$ cat src/rtl/key_gesture_decoder.sv
// Debounced key front-end: classifies single-key presses as tap/long events
// or level-reported holds, and ignores chords until every key is released.
module key_gesture_decoder #(
  parameter int                  NUM_KEYS    = 3,
  parameter int                  CNT_W       = 24,
  parameter int                  LONG_THRESH = 10_000_000,
  parameter int                  DEB_CYCLES  = 4,
  parameter logic [NUM_KEYS-1:0] HOLD_MASK   = 3'b010,
  localparam int                 KEY_W       = (NUM_KEYS > 1) ? $clog2(NUM_KEYS) : 1
) (
  input  logic                clk,
  input  logic                reset,
  input  logic [NUM_KEYS-1:0] inputkeys,
  output logic                evt_valid,
  output logic [KEY_W-1:0]    evt_key,
  output logic                evt_long,
  output logic                hold_active,
  output logic [KEY_W-1:0]    hold_key,
  output logic                busy
);

  localparam int              DCW       = $clog2(DEB_CYCLES + 1);
  localparam logic [DCW-1:0]  DEB_LAST  = DCW'(DEB_CYCLES - 1);
  localparam logic [CNT_W-1:0] TIMER_MAX = '1;
  localparam logic [CNT_W-1:0] LONG_T    = CNT_W'(LONG_THRESH);

  typedef enum logic [2:0] {IDLE, PRESS, EMIT, HOLD, LOCKOUT} state_t;

  logic [NUM_KEYS-1:0] s1, s2, db;
  logic [DCW-1:0]      cnt [NUM_KEYS];

  state_t              state, state_nxt;
  logic [KEY_W-1:0]    key_q, key_nxt, hot_idx;
  logic [CNT_W-1:0]    timer, timer_nxt, timer_inc;
  logic                long_q, long_nxt;

  always_ff @(posedge clk or negedge reset) begin
    if (!reset) begin
      s1 <= '0;
      s2 <= '0;
    end else begin
      s1 <= inputkeys;
      s2 <= s1;
    end
  end

  // A level change is accepted only after DEB_CYCLES consecutive disagreeing samples.
  always_ff @(posedge clk or negedge reset) begin
    if (!reset) begin
      db <= '0;
      for (int i = 0; i < NUM_KEYS; i++) cnt[i] <= '0;
    end else begin
      for (int i = 0; i < NUM_KEYS; i++) begin
        if (s2[i] == db[i]) begin
          cnt[i] <= '0;
        end else if (cnt[i] == DEB_LAST) begin
          db[i]  <= s2[i];
          cnt[i] <= '0;
        end else begin
          cnt[i] <= cnt[i] + DCW'(1);
        end
      end
    end
  end

  always_ff @(posedge clk or negedge reset) begin
    if (!reset) begin
      state  <= IDLE;
      key_q  <= '0;
      timer  <= '0;
      long_q <= 1'b0;
    end else begin
      state  <= state_nxt;
      key_q  <= key_nxt;
      timer  <= timer_nxt;
      long_q <= long_nxt;
    end
  end

  always_comb begin
    hot_idx = '0;
    for (int i = 0; i < NUM_KEYS; i++) begin
      if (db[i]) hot_idx = KEY_W'(i);
    end
  end

  assign timer_inc = (timer == TIMER_MAX) ? timer : timer + CNT_W'(1);

  // The timer also counts the release cycle, so it equals the cycles spent in PRESS.
  always_comb begin
    state_nxt = state;
    key_nxt   = key_q;
    timer_nxt = timer;
    long_nxt  = long_q;
    case (state)
      IDLE: begin
        if ($onehot(db)) begin
          key_nxt   = hot_idx;
          timer_nxt = '0;
          state_nxt = HOLD_MASK[hot_idx] ? HOLD : PRESS;
        end
      end
      PRESS: begin
        timer_nxt = timer_inc;
        if (!db[key_q]) begin
          state_nxt = EMIT;
          long_nxt  = (timer_inc >= LONG_T);
        end
      end
      EMIT: begin
        state_nxt = (db == '0) ? IDLE : LOCKOUT;
      end
      HOLD: begin
        if (!db[key_q]) state_nxt = (db == '0) ? IDLE : LOCKOUT;
      end
      LOCKOUT: begin
        if (db == '0) state_nxt = IDLE;
      end
      default: state_nxt = IDLE;
    endcase
  end

  assign evt_valid   = (state == EMIT);
  assign evt_long    = (state == EMIT) && long_q;
  assign evt_key     = key_q;
  assign hold_active = (state == HOLD);
  assign hold_key    = key_q;
  assign busy        = (state != IDLE);

endmodule

$ cat config.mk
export PLATFORM = sky130hd
export DESIGN_NAME = key_gesture_decoder
export DESIGN_NICKNAME = d
export VERILOG_FILES = /design/src/rtl/key_gesture_decoder.sv
export SDC_FILE = /design/constraint.sdc
export NUM_CORES = 1
export LEC_CHECK = 0
export ABC_AREA = 1
export ABC_CLOCK_PERIOD_IN_PS = 2300
export BUFFER_PORTS_ARGS = -buffer_cell sky130_fd_sc_hd__buf_2
export CAP_MARGIN = 0
export CORE_MARGIN = 1
export CORE_UTILIZATION = 30
export DETAILED_ROUTE_END_ITERATION = 8
export PLACE_DENSITY_LB_ADDON = 0.1
export SYNTH_ARGS = -nofsm -noshare
export SYNTH_HDL_FRONTEND = slang
export SYNTH_SLANG_ARGS = --single-unit
$ cat constraint.sdc
create_clock -name clk -period 2.3 [get_ports clk]
set_input_delay 0.46 -clock clk [delete_from_list [all_inputs] [get_ports clk]]
set_output_delay 0.46 -clock clk [all_outputs]
set_load 0.01 [all_outputs]
After elaboration in Yosys (flattened, before gate mapping)
Index checks and enable logic that the tools add are counted.

operators by class
  bitwise logic cells = 4
  equality and inequality tests = 16
  mux-type cells = 22
  reductions and logical operators = 12
  $add $sub $neg = 6
  magnitude comparators = 3

operators with widths
  kind                   count
  $mux 24                2
  $pmux 24 s2            1
  $mux 3                 11
  $add 24x1->24 const B  1
  $eq 24x24->1 const B   1
  $ge 24x24->1 const B   1
  $eq 3x2->1 const B     5
  $pmux 3 s5             1
  $reduce_and 2->1       6
  $add 3x1->3 const B    3
  $ne 2x2->1 const B     4
  $logic_not 3->1        2
  $lt 2x3->1 const B     2
  $bmux 1 s2             2
  $mux 2                 2
  $not 1->1              4
  $reduce_and 4->1       1
  $eq 1x1->1             3
  $eq 3x1->1 const B     1
  $eq 3x3->1 const B     1
  $mux 1                 3
  $reduce_bool 3->1      1
  $add 1x1->2            1
  $add 2x1->2            1
  3 further kinds        3

word-level totals
  register bits = 48
  output and inout port bits = 8
  input bits = 5
  word-level logic and storage cells = 75

Logic depth before layout (Yosys ltp)
Gate-level depths: netlist (run 1).

  depth in word-level cells = 7
  mapped depth = 14
  gate-level depth less buffers = 14

Worst setup path after synthesis (run 1)
Ideal clock, no wire load.

  path kind = register to register
  start = reg db[0]
  end = reg timer[11]
  slack = 0.298 ns
  clock period less this slack = 2.002 ns
  arrival = 1.870 ns
  setup time = 0.132 ns
  buffers on the path = 1
  required time = 2.168 ns
  stages on the path, launching flop included = 9
  cells stage by stage = dfrtp_1 -> fa_1 -> nor3b_1 -> nand2_1 -> inv_1 -> nor2_1 -> inv_1 -> clkbuf_1 -> o22ai_1

on the way
  word-level cells in the longest chain between the ends = 5

RTL lines
  element                            line  text
  start: declaration                 29    logic [NUM_KEYS-1:0] s1, s2, db;
  start signal: indexed assignment   57    db[i] <= s2[i];
  $add 1x1->2 (implied by the code)  97    if ($onehot(db)) begin
  $add 2x1->2 (implied by the code)  97
  $eq 2x1->1                         97
  $ne 2x2->1 (no source line)        --
  $reduce_and 2->1 (no source line)  --
  end signal: assignment             75    timer <= timer_nxt;
  end: declaration                   34    logic [CNT_W-1:0] timer, timer_nxt, timer_inc;

Every way passes these cells.
A chain may end at the register's enable or synchronous reset.

Worst setup path in the final report (run 1)
  start = reg timer[0]
  end = reg long_q

on the way
  word-level cells in the longest chain between the ends = 3
  elaborated cells between the ends (all ways) = 4
  those cells by class = add/sub: 1; order compare: 1; eq/ne: 1; mux: 1

RTL lines
  element                                               line  text
  $add 24x1->24 / $eq 24x24->1 (equally long branches)  87    assign timer_inc = (timer == TIMER_MAX) ? timer : timer + CNT_W'(1);
  $mux 24 *                                             87
  $ge 24x24->1 *                                        107   long_nxt = (timer_inc >= LONG_T);
  end signal: assignment                                76    long_q <= long_nxt;
  end: declaration                                      35    logic long_q, long_nxt;

Every way passes the cells marked *; elsewhere a longest branch is shown, timed or not.

==> results of run 1 <==
[registers in the layout, indices dropped and copies added, names as in the netlist]
register and count:
long_q 1, timer 24, evt_key 2, cnt 9
s2 3, state 3, db 3, s1 3
[final timing paths]
path / to / slack (ps)
setup / recovery: long_q$_DFFE_PN0P_ / 200
hold / removal: evt_key[0]$_DFFE_PN0P_ / 120
setup reg to reg: long_q$_DFFE_PN0P_ / 200
hold reg to reg: s2[1]$_DFF_PN0_ / 350
max in group asynchronous: timer[0]$_DFFE_PN0P_ / 1580
min in group clk: s1[2]$_DFF_PN0_ / 240
[metal layers]
layer / up-vias / track usage [%] / part of all wire, %
li1: 1292 / - / -
met1: 1154 / 22.0 / 52
met4: 0 / 6.02 / 2.3
met3: 11 / 2.37 / 2.5
met2: 40 / 24.2 / 43
met5: - / 0 / 0
[cells by family after synthesis]
group / count (synthesis) / synth area share, %
AO/OA/AOI/OAI: 39 / 7.57
XOR/XNOR: 5 / 1.51
adder cells (fa/ha/maj): 5 / 2.42
buffers and inverters: 56 / 7.79
flip-flops: 48 / 41.5
multiplexers: 5 / 1.77
AND/OR/NAND/NOR: 233 / 37.4
[power by group through the flow]
stage,clock network [uW],registers [uW],logic (uW)
6_report,683,1140,993
5_1_grt,740,1160,1140
4_1_cts,704,1140,1010
3_5_place_dp,0,1160,1000
3_3_place_gp,0,1150,1000
2_1_floorplan,0,1140,649
[through the flow]
stage / utilization, % / area [um2] / power, uW
after floorplan: - / 2890 / 1790
after CTS: 35.2 / 3260 / 2850
after detailed placement: 33.9 / 3140 / 2160
after global placement: 33.9 / 3140 / 2160
final: 35.3 / 3270 / 2810
after global routing: 35.3 / 3270 / 3050
[layout make-up]
class	count	share of cell area [%]
tap	129	4.93
multi-input combinational	287	45.0
inverter	50	5.73
timing repair buffer	21	3.90
clock buffer	6	2.52
clock inverter	2	1.18
sequential	48	36.7
[critical path, cell delays in order (launching register included)]
cell and delay, ps:
dfrtp_2 430, ha_1 230, inv_1 110, nor2_4 160, nand2_4 80, nor2_4 180
nand2_8 140, nand2_1 150, nand2_1 70, nor2_1 160, nand2_1 70, nand3_1 90
nand2_1 70, a21oi_2 110
[cell usage in the layout, fill, tap and decap left out, types with 2 or more instances in the layout]
master	Yosys	routed
a21oi_1	10	10
buf_2	0	12
buf_4	2	9
clkbuf_8	0	6
clkinv_1	2	2
dfrtp_1	48	47
ha_1	4	4
inv_1	46	46
inv_2	2	2
mux2i_1	4	4
nand2_1	117	117
nand2_2	11	11
nand3_1	24	24
nand3_2	2	2
nand4_1	7	7
nor2_1	43	43
nor2_2	8	8
nor2_4	7	7
nor3_1	6	6
nor3b_1	4	4
o21ai_0	17	17
o22ai_1	6	6
o31ai_1	2	2
xnor2_1	3	3
xor2_1	2	2
[timing repair]
action	4_1_cts	5_1_grt
setup endpoints to repair	0	1
gates resized for setup	0	2
buffers inserted	0	0
==> out/results.txt, run 1 <==
most common library cells after synthesis -> 117 x nand2_1, 48 x dfrtp_1, 46 x inv_1, 43 x nor2_1, 24 x nand3_1
startpoint types -> flop
die footprint -> 0.0100 mm2
Synth Instances -> 391
footprint of the multi-input gates -> 0.00147 mm2
Sequential Power Share -> 40.4%
num rows -> 35
Clk pwr share -> 24.3%
share of cells above drive strength 1 -> 15.9%
worst-path fanout max -> 18
PwrDens -> 859 mW/mm2
P_leak -> 0.00148 uW
Nets -> 423
Initial Utilization -> 31.1%
TNS Setup -> 0 ps
# port buffers -> 12
clock tree sinks -> 48
pin count of the biggest net entering global routing -> 25
synth-to-layout area growth -> 13.2%
Crit Path Class -> reg -> reg
Post-synth EDFFs -> 0
DRC Markers -> 0
Final setup viols -> 0
VDD IR max -> 422 uV
CTS Buffer Depth -> 2
cell internal pwr -> 1700 uW
dpl cells -> 535
Mapped Area -> 0.00289 mm2
gr ovfl total -> 0
Worst Path Required -> 2550 ps
RSZ-0062 raised after global routing -> false
Synthesized Nets -> 401
Max-Cap Viols -> 0
Cell variety after synth -> 34
register area -> 0.00120 mm2
Chip Width -> 100 um
CTS tree -> yes
count leader, synth -> nand2_1
async set-or-reset flop fraction in the synthesized netlist -> 100%
vias per inst -> 4.60
clk_lat worst skew -> 320 ps
crit end category -> flop
worst slack, placed -> 131 ps
worst-case reg-to-reg path depth -> 13
Synth warnings -> 0
Switching Fraction -> 39.4%
Worst Hold Class -> in -> async
syn_area_per_cell -> 7.40 um2
first-pass GRT wire length -> 12000 um
wire length per cell -> 13.3 um
Final Cycle Share -> 91.3%
Fmax -> 0.476 GHz
htree depth -> 2
Iter 0 DRT Violations -> 77
Slew @ Worst Pin -> 559 ps
dpl hpwl -> 5580 um
All-Layer GR Usage -> 15.6%
initial antenna violation count -> 0
number of diodes -> 0
Worst Skew -> 10.2 ps
Fin Hold WS -> 123 ps
register bit total from synthesis -> 48
Synth top area share -> 41.5%
Synth area leaders -> dfrtp_1 42%, nand2_1 15%, inv_1 6.0%
Final Non-Filler Cells -> 543
Seq/Total Area, Yosys -> 41.5%
die height -> 100 um
Tmin final -> 2100 ps
CTS clock-pin slew for the worst setup and hold paths -> 100 ps
number of buffers created by CTS -> 5
combinational share of power -> 35.3%
routability cong. -> 0.833
critical path arrival -> 2340 ps
worst setup margin -> 200 ps
Antenna Nets Post-Route -> 0
Final Max Tran Viols -> 0
Switch Pwr -> 1110 uW
post-cts hold buffer count -> 0
length of the first detailed-routing pass in iterations -> 4
ys flop type -> dfrtp_1
Clock Tree Root -> clkbuf_8
FF-to-FF Start -> timer[0]$_DFFE_PN0P_
Fin. Hold Viols -> 0
drt total wl -> 7210 um
number of global-route vias before repair -> 2420
Core ar. -> 0.00928 mm2
status -> finished, final reports clean
biggest area consumer among synthesized cells -> dfrtp_1
Rel. slew slack -> 62.8%
Worst Setup SP -> timer[0]$_DFFE_PN0P_
I/O pin count -> 13
via count -> 2497
Layout fillers -> 1012
No activity file was read; power rests on OpenSTA's default activity.
==> run 2, diff against run 1 <==
- CTS_CLUSTER_DIAMETER: default -> 80
- RECOVER_POWER: default -> 25
==> run 2 against run 1 <==
Net effect:
- combinational power about the same
- count of clock-buffer cells in the layout did not move
- first-iteration DRC count shrank 2.6%
- sequential cell count unchanged
- worst hold slack improved by 120 ps
- routed wire length is essentially flat
- register-to-register slack about the same
- worst setup slack improved by 0.55 ps
- sequential power hardly changed
- clock power barely moved
- non-clock buffer count unchanged
- highest routed layer unchanged
==> out/results.txt, run 2 (synthesis gave the netlist of run 1 again) <==
startpoint types -> flop (unchanged)
commonest non-fill, non-tap cell in the layout -> nand2_1 (unchanged)
CTS clock-pin slew for the worst setup and hold paths -> 100 ps (about the same)
Chip Width -> 100 um (unchanged)
initial antenna violation count -> 0 (unchanged)
DRC Markers -> 0 (unchanged)
Worst Skew -> 9.80 ps (was 10.2 ps)
worst-case reg-to-reg path depth -> 13 (unchanged)
VDD IR max -> 422 uV (about the same)
clk_lat worst skew -> 320 ps (about the same)
Switching Fraction -> 39.4% (about the same)
Fmax -> 0.476 GHz (about the same)
Worst Hold Class -> in -> reg (was in -> async)
status -> finished, final reports clean (unchanged)
max reg flops -> 24 (unchanged)
number of global-route vias before repair -> 2420 (unchanged)
routability cong. -> 0.833 (unchanged)
number of buffers created by CTS -> 5 (unchanged)
fin util -> 35.3% (about the same)
length of the first detailed-routing pass in iterations -> 4 (unchanged)
PwrDens -> 859 mW/mm2 (about the same)
Clock Tree Root -> clkbuf_8 (unchanged)
pin count of the biggest net entering global routing -> 25 (unchanged)
worst-path fanout max -> 18 (unchanged)
Fin. Hold Viols -> 0 (unchanged)
P_leak -> 0.00148 uW (about the same)
Final setup viols -> 0 (unchanged)
Worst Path Required -> 2550 ps (about the same)
gr ovfl total -> 0 (unchanged)
CTS tree -> yes (unchanged)
CTS Buffer Depth -> 2 (unchanged)
share of cells above drive strength 1 -> 15.7% (was 15.9%)
number of diodes -> 0 (unchanged)
num rows -> 35 (unchanged)
RSZ-0062 raised after global routing -> false (unchanged)
Hold Path Stages -> 1
biggest regs -> timer (24), cnt (9) (unchanged)
die height -> 100 um (unchanged)
Iter 0 DRT Violations -> 75 (was 77)
synth-to-layout area growth -> 13.2% (about the same)
# port buffers -> 12 (unchanged)
vias per inst -> 4.60 (unchanged)
Core ar. -> 0.00928 mm2 (unchanged)
Tmin final -> 2100 ps (about the same)
crit end category -> flop (unchanged)
cell internal pwr -> 1700 uW (about the same)
combinational share of power -> 35.3% (about the same)
Largest Register -> timer (unchanged)
Sequential Power Share -> 40.4% (about the same)
TNS Setup -> 0 ps (unchanged)
Fin Hold WS -> 244 ps (was 123 ps)
design area -> 0.00327 mm2 (about the same)
Antenna Nets Post-Route -> 0 (unchanged)
Final Max Tran Viols -> 0 (unchanged)
first-pass GRT wire length -> 12000 um (unchanged)
I/O pin count -> 13 (unchanged)
most frequent cells in the layout -> 117 x nand2_1, 47 x dfrtp_1, 46 x inv_1, 43 x nor2_1, 24 x nand3_1 (unchanged)
Switch Pwr -> 1110 uW (about the same)
Clk pwr share -> 24.3% (about the same)
wire length per cell -> 13.3 um (about the same)
Initial Utilization -> 31.1% (unchanged)
Final Cycle Share -> 91.3% (about the same)
Final Non-Filler Cells -> 543 (unchanged)
drt total wl -> 7200 um (was 7210 um)
critical path arrival -> 2340 ps (about the same)
Crit Path Class -> reg -> reg (unchanged)
Max-Cap Viols -> 0 (unchanged)
Slew @ Worst Pin -> 1340 ps (was 559 ps)
Layout fillers -> 1013 (was 1012)
All-Layer GR Usage -> 15.6% (unchanged)
Rel. slew slack -> 10.4% (was 62.8%)
Nets -> 423 (unchanged)
htree depth -> 2 (unchanged)
via count -> 2497 (unchanged)
area post-placement -> 0.00314 mm2 (unchanged)
dpl cells -> 535 (unchanged)
clock tree sinks -> 48 (unchanged)
die footprint -> 0.0100 mm2 (unchanged)
dpl hpwl -> 5580 um (unchanged)
==> run 2: cell types whose count changed in the layout (fill, tap and decap cells not counted), sizes merged <==
| cell | before | now |
|---|---|---|
| buf | 21 | 20 |
| clkbuf | 6 | 7 |
==> run 2: power groups by stage <==
stage | clock (uW) | combinational, uW | sequential (uW)
final | 683 | 993 | 1140
after global placement | 0 | 1000 | 1150
after global routing | 740 | 1140 | 1160
after detailed placement | 0 | 1000 | 1160
after CTS | 704 | 1010 | 1140
after floorplan | 0 | 649 | 1140
==> run 2: worst max-delay path: stages (launching register included) <==
cell	delay, ps
dfrtp_2	430
ha_1	230
inv_1	110
nor2_4	160
nand2_4	80
nor2_4	180
nand2_8	140
nand2_1	150
nand2_1	70
nor2_1	160
nand2_1	70
nand3_1	90
nand2_1	70
a21oi_2	110
==> run 2: final timing paths <==
path | from | to | slack [ps]
max | timer[0]$_DFFE_PN0P_ | long_q$_DFFE_PN0P_ | 200
min | inputkeys[2] | s1[2]$_DFF_PN0_ | 240
max reg2reg | timer[0]$_DFFE_PN0P_ | long_q$_DFFE_PN0P_ | 200
min reg2reg | s1[1]$_DFF_PN0_ | s2[1]$_DFF_PN0_ | 350
max in group asynchronous | reset | timer[0]$_DFFE_PN0P_ | 1000
min in group asynchronous | reset | evt_key[0]$_DFFE_PN0P_ | 420
==> run 2: repair_timing <==
item / in CTS / in global routing
endpoints found under the hold margin: 0 / 0
resized for setup: 0 / 2
endpoints found under the setup margin: 0 / 1
buffers inserted: 0 / 0
hold buffers: 0 / 0
==> run 2: area by class of cell <==
type / instances / area (um2) / area share [%]
Sequential cell: 48 / 1200 / 36.7
Tap cell: 129 / 161 / 4.93
Inverter: 50 / 188 / 5.73
Multi-Input combinational cell: 287 / 1470 / 45.0
Clock inverter: 2 / 38.8 / 1.19
Clock buffer: 6 / 82.6 / 2.52
Timing Repair Buffer: 21 / 126 / 3.86
==> run 2: per-layer routing <==
layer / part of all wire, % / up-vias / GRT usage (%)
met3: 2.5 / 11 / 2.37
met1: 52 / 1154 / 22.0
met2: 43 / 40 / 24.2
met5: 0 / - / 0
met4: 2.3 / 0 / 6.02
li1: - / 1292 / -
==> run 2: through the flow <==
stage,power [uW],worst slack [ps]
global route,3050,47.4
finish,2810,201
global placement,2160,217
detailed placement,2160,131
floorplan,1790,298
CTS,2850,105
==> run 3, diff against run 2 <==
- ABC_AREA: 1 -> default
- CAP_MARGIN: 0 -> 20
==> run 3 against run 2 <==
Net effect:
- worst hold slack improved by 12 ps
- largest cell class unchanged
- critical path depth fell by 4
- global-route usage fell by 0.21 points
- combinational power barely moved
- cell count fell by 18%
- sequential cell count did not move
- register-to-register slack got worse by 70 ps
- first-iteration DRC count rose by 13%
- total power fell by 1.4%
- routed wire length fell by 6.1%
- cell area fell by 0.57%
- core utilization rose by 2.1 points
==> out/results.txt, run 3 <==
status -> finished, final reports clean (unchanged)
post-cts hold buffer count -> 0 (unchanged)
most common library cells after synthesis -> 48 x dfrtp_1, 33 x nand2_1, 33 x o21ai_0, 21 x nand3_1, 21 x nor2_1 (was 117 x nand2_1, 48 x dfrtp_1, 46 x inv_1, 43 x nor2_1, 24 x nand3_1)
length of the first detailed-routing pass in iterations -> 4 (unchanged)
biggest area consumer among synthesized cells -> dfrtp_1 (unchanged)
Crit Path Class -> reg -> reg (unchanged)
dpl hpwl -> 4900 um (was 5580 um)
commonest non-fill, non-tap cell in the layout -> dfrtp_1 (was nand2_1)
async set-or-reset flop fraction in the synthesized netlist -> 100% (unchanged)
Seq/Total Area, Yosys -> 44.4% (was 41.5%)
Fin Hold WS -> 255 ps (was 244 ps)
clock tree sinks -> 48 (unchanged)
number of diodes -> 0 (unchanged)
Chip Width -> 96.9 um (was 100 um)
Synthesized Nets -> 308 (was 401)
number of global-route vias before repair -> 2253 (was 2420)
Worst Path Required -> 2490 ps (was 2550 ps)
Core ar. -> 0.00872 mm2 (was 0.00928 mm2)
Worst Skew -> 9.34 ps (was 9.80 ps)
ys flop type -> dfrtp_1 (unchanged)
Final Cycle Share -> 94.5% (was 91.3%)
htree depth -> 2 (unchanged)
Synth area leaders -> dfrtp_1 44%, o21ai_0 6.1%, nand2_1 4.6% (was dfrtp_1 42%, nand2_1 15%, inv_1 6.0%)
count leader, synth -> dfrtp_1 (was nand2_1)
Final Max Tran Viols -> 0 (unchanged)
Synth Instances -> 298 (was 391)
CTS Buffer Depth -> 2 (unchanged)
worst-case reg-to-reg path depth -> 9 (was 13)
number of buffers created by CTS -> 5 (unchanged)
Post-synth EDFFs -> 0 (unchanged)
Rel. slew slack -> 12.2% (was 10.4%)
initial antenna violation count -> 0 (unchanged)
wire length per cell -> 15.2 um (was 13.3 um)
synth-to-layout area growth -> 20.4% (was 13.2%)
max reg flops -> 24 (unchanged)
pin count of the biggest net entering global routing -> 28 (was 25)
via count -> 2284 (was 2497)
CTS clock-pin slew for the worst setup and hold paths -> 100 ps (about the same)
critical path arrival -> 2370 ps (was 2340 ps)
Tmin final -> 2170 ps (was 2100 ps)
num rows -> 34 (was 35)
Worst Setup SP -> timer[1]$_DFFE_PN0P_ (was timer[0]$_DFFE_PN0P_)
Synth warnings -> 0 (unchanged)
I/O pin count -> 13 (unchanged)
PwrDens -> 852 mW/mm2 (was 859 mW/mm2)
first-pass GRT wire length -> 11600 um (was 12000 um)
Cell variety after synth -> 49 (was 34)
Worst setup endpoint -> long_q$_DFFE_PN0P_ (unchanged)
P_leak -> 0.00139 uW (was 0.00148 uW)
register bit total from synthesis -> 48 (unchanged)
Fmax -> 0.460 GHz (was 0.476 GHz)
TNS Setup -> 0 ps (unchanged)
most frequent cells in the layout -> 43 x dfrtp_1, 34 x buf_4, 33 x nand2_1, 33 x o21ai_0, 21 x nand3_1 (was 117 x nand2_1, 47 x dfrtp_1, 46 x inv_1, 43 x nor2_1, 24 x nand3_1)
vias per inst -> 5.14 (was 4.60)
biggest regs -> timer (24), cnt (9) (unchanged)
flop2flop setup slack -> 130 ps (was 200 ps)
clk_lat worst skew -> 310 ps (was 320 ps)
Max-Cap Viols -> 0 (unchanged)
Worst Hold Class -> in -> reg (unchanged)
All-Layer GR Usage -> 15.4% (was 15.6%)
Nets -> 345 (was 423)
VDD IR max -> 363 uV (was 422 uV)
die footprint -> 0.00940 mm2 (was 0.0100 mm2)
crit end category -> flop (unchanged)
# port buffers -> 12 (unchanged)
Final setup viols -> 0 (unchanged)
die height -> 96.9 um (was 100 um)
share of cells above drive strength 1 -> 22.6% (was 15.7%)
routability cong. -> 0.785 (was 0.833)
Synth top area share -> 44.4% (was 41.5%)
Mapped Area -> 0.00270 mm2 (was 0.00289 mm2)
startpoint types -> flop (unchanged)
CTS tree -> yes (unchanged)
Fin. Hold Viols -> 0 (unchanged)
drt total wl -> 6770 um (was 7200 um)
fin util -> 37.3% (was 35.3%)
Slew @ Worst Pin -> 1320 ps (was 1340 ps)
Initial Utilization -> 31.0% (was 31.1%)
Antenna Nets Post-Route -> 0 (unchanged)
Largest Register -> timer (unchanged)
syn_area_per_cell -> 9.07 um2 (was 7.40 um2)
DRC Markers -> 0 (unchanged)
gr ovfl total -> 0 (unchanged)
worst-path fanout max -> 5 (was 18)
FF-to-FF Start -> timer[1]$_DFFE_PN0P_ (was timer[0]$_DFFE_PN0P_)
Iter 0 DRT Violations -> 85 (was 75)
Clock Tree Root -> clkbuf_8 (unchanged)
capturing point of the worst reg2reg path -> long_q$_DFFE_PN0P_ (unchanged)
run 3: cell types whose count changed after synthesis, sizes merged, moves of 9 or more:
cell   previous run  this run
nand2           130        33
inv              48         2
nor2             58        21
o21ai            19        33
a31oi             0         9
nor2b             0         9
run 3: kinds of logic after synthesis:
family                     share of synthesized area (%)
DFF                                                 44.4
adders and majority gates                           2.59
AOI/OAI and AO/OA                                   16.2
buffers and inverters                               3.15
and+or+nand+nor                                     29.3
xor gates and xnor gates                            1.94
muxes                                               2.36
run 3: cell type report:
cell class              instances  area [um2]
inverters                       2        7.51
fillers                       889        5470
well taps                     108         135
flip-flops and latches         48        1210
multi-input cells             231        1450
clock buffers                   6        82.6
clock inverters                 2        38.8
repair buffers                 47         334
run 3: repair_timing:
item,4_1_cts,5_1_grt
setup endpoints to repair,12,3
pin swaps,0,4
setup buffers,0,3
gates resized for setup,1,12
run 3: stage by stage:
step / instances / setup WS [ps] / total power, uW / area, um2
5_1_grt: 444 / -12.8 / 2990 / 3250
3_5_place_dp: 433 / -82.4 / 2120 / 3070
2_1_floorplan: 298 / 150 / 1730 / 2700
6_report: 444 / 126 / 2770 / 3250
3_3_place_gp: 433 / -67.4 / 2110 / 3070
4_1_cts: 441 / 47.7 / 2810 / 3200
run 3: how the worst min path moves through the flow:
stage | startpoint | end | slack [ps] | cells past startpoint
finish | inputkeys[0] | s1[0]$_DFF_PN0_ | 260 | 1
global route | inputkeys[0] | s1[0]$_DFF_PN0_ | 240 | 1
CTS | reset | timer[8]$_DFFE_PN0P_ | 150 | 1
detailed placement | s1[0]$_DFF_PN0_ | s2[0]$_DFF_PN0_ | 340 | 0
global placement | s1[2]$_DFF_PN0_ | s2[2]$_DFF_PN0_ | 330 | 0
floorplan | reset | cnt[0]$_DFF_PN0_ | 160 | 0
run 3: power breakdown:
part	internal, uW	switching (uW)
sequential	976	121
combinational	420	590
clock	356	309
total	1750	1020
run 3: metal layers:
| metal | vias to the layer above | GRT usage, % | wire [um] |
|---|---|---|---|
| met5 | - | 0 | 0 |
| met4 | 0 | 4.48 | 78 |
| met3 | 9 | 2.17 | 160 |
| met2 | 25 | 22.8 | 2910 |
| met1 | 1092 | 23.2 | 3620 |
| li1 | 1158 | - | - |
run 3: worst max-delay path, stage by stage, from the launching register on:
cell and delay [ps]:
dfrtp_1 410, ha_1 200, and4_1 210, and2_4 210
a211oi_4 300, nand2_1 120, and3_1 150, o21a_1 170
o21ai_0 170, o211ai_1 110
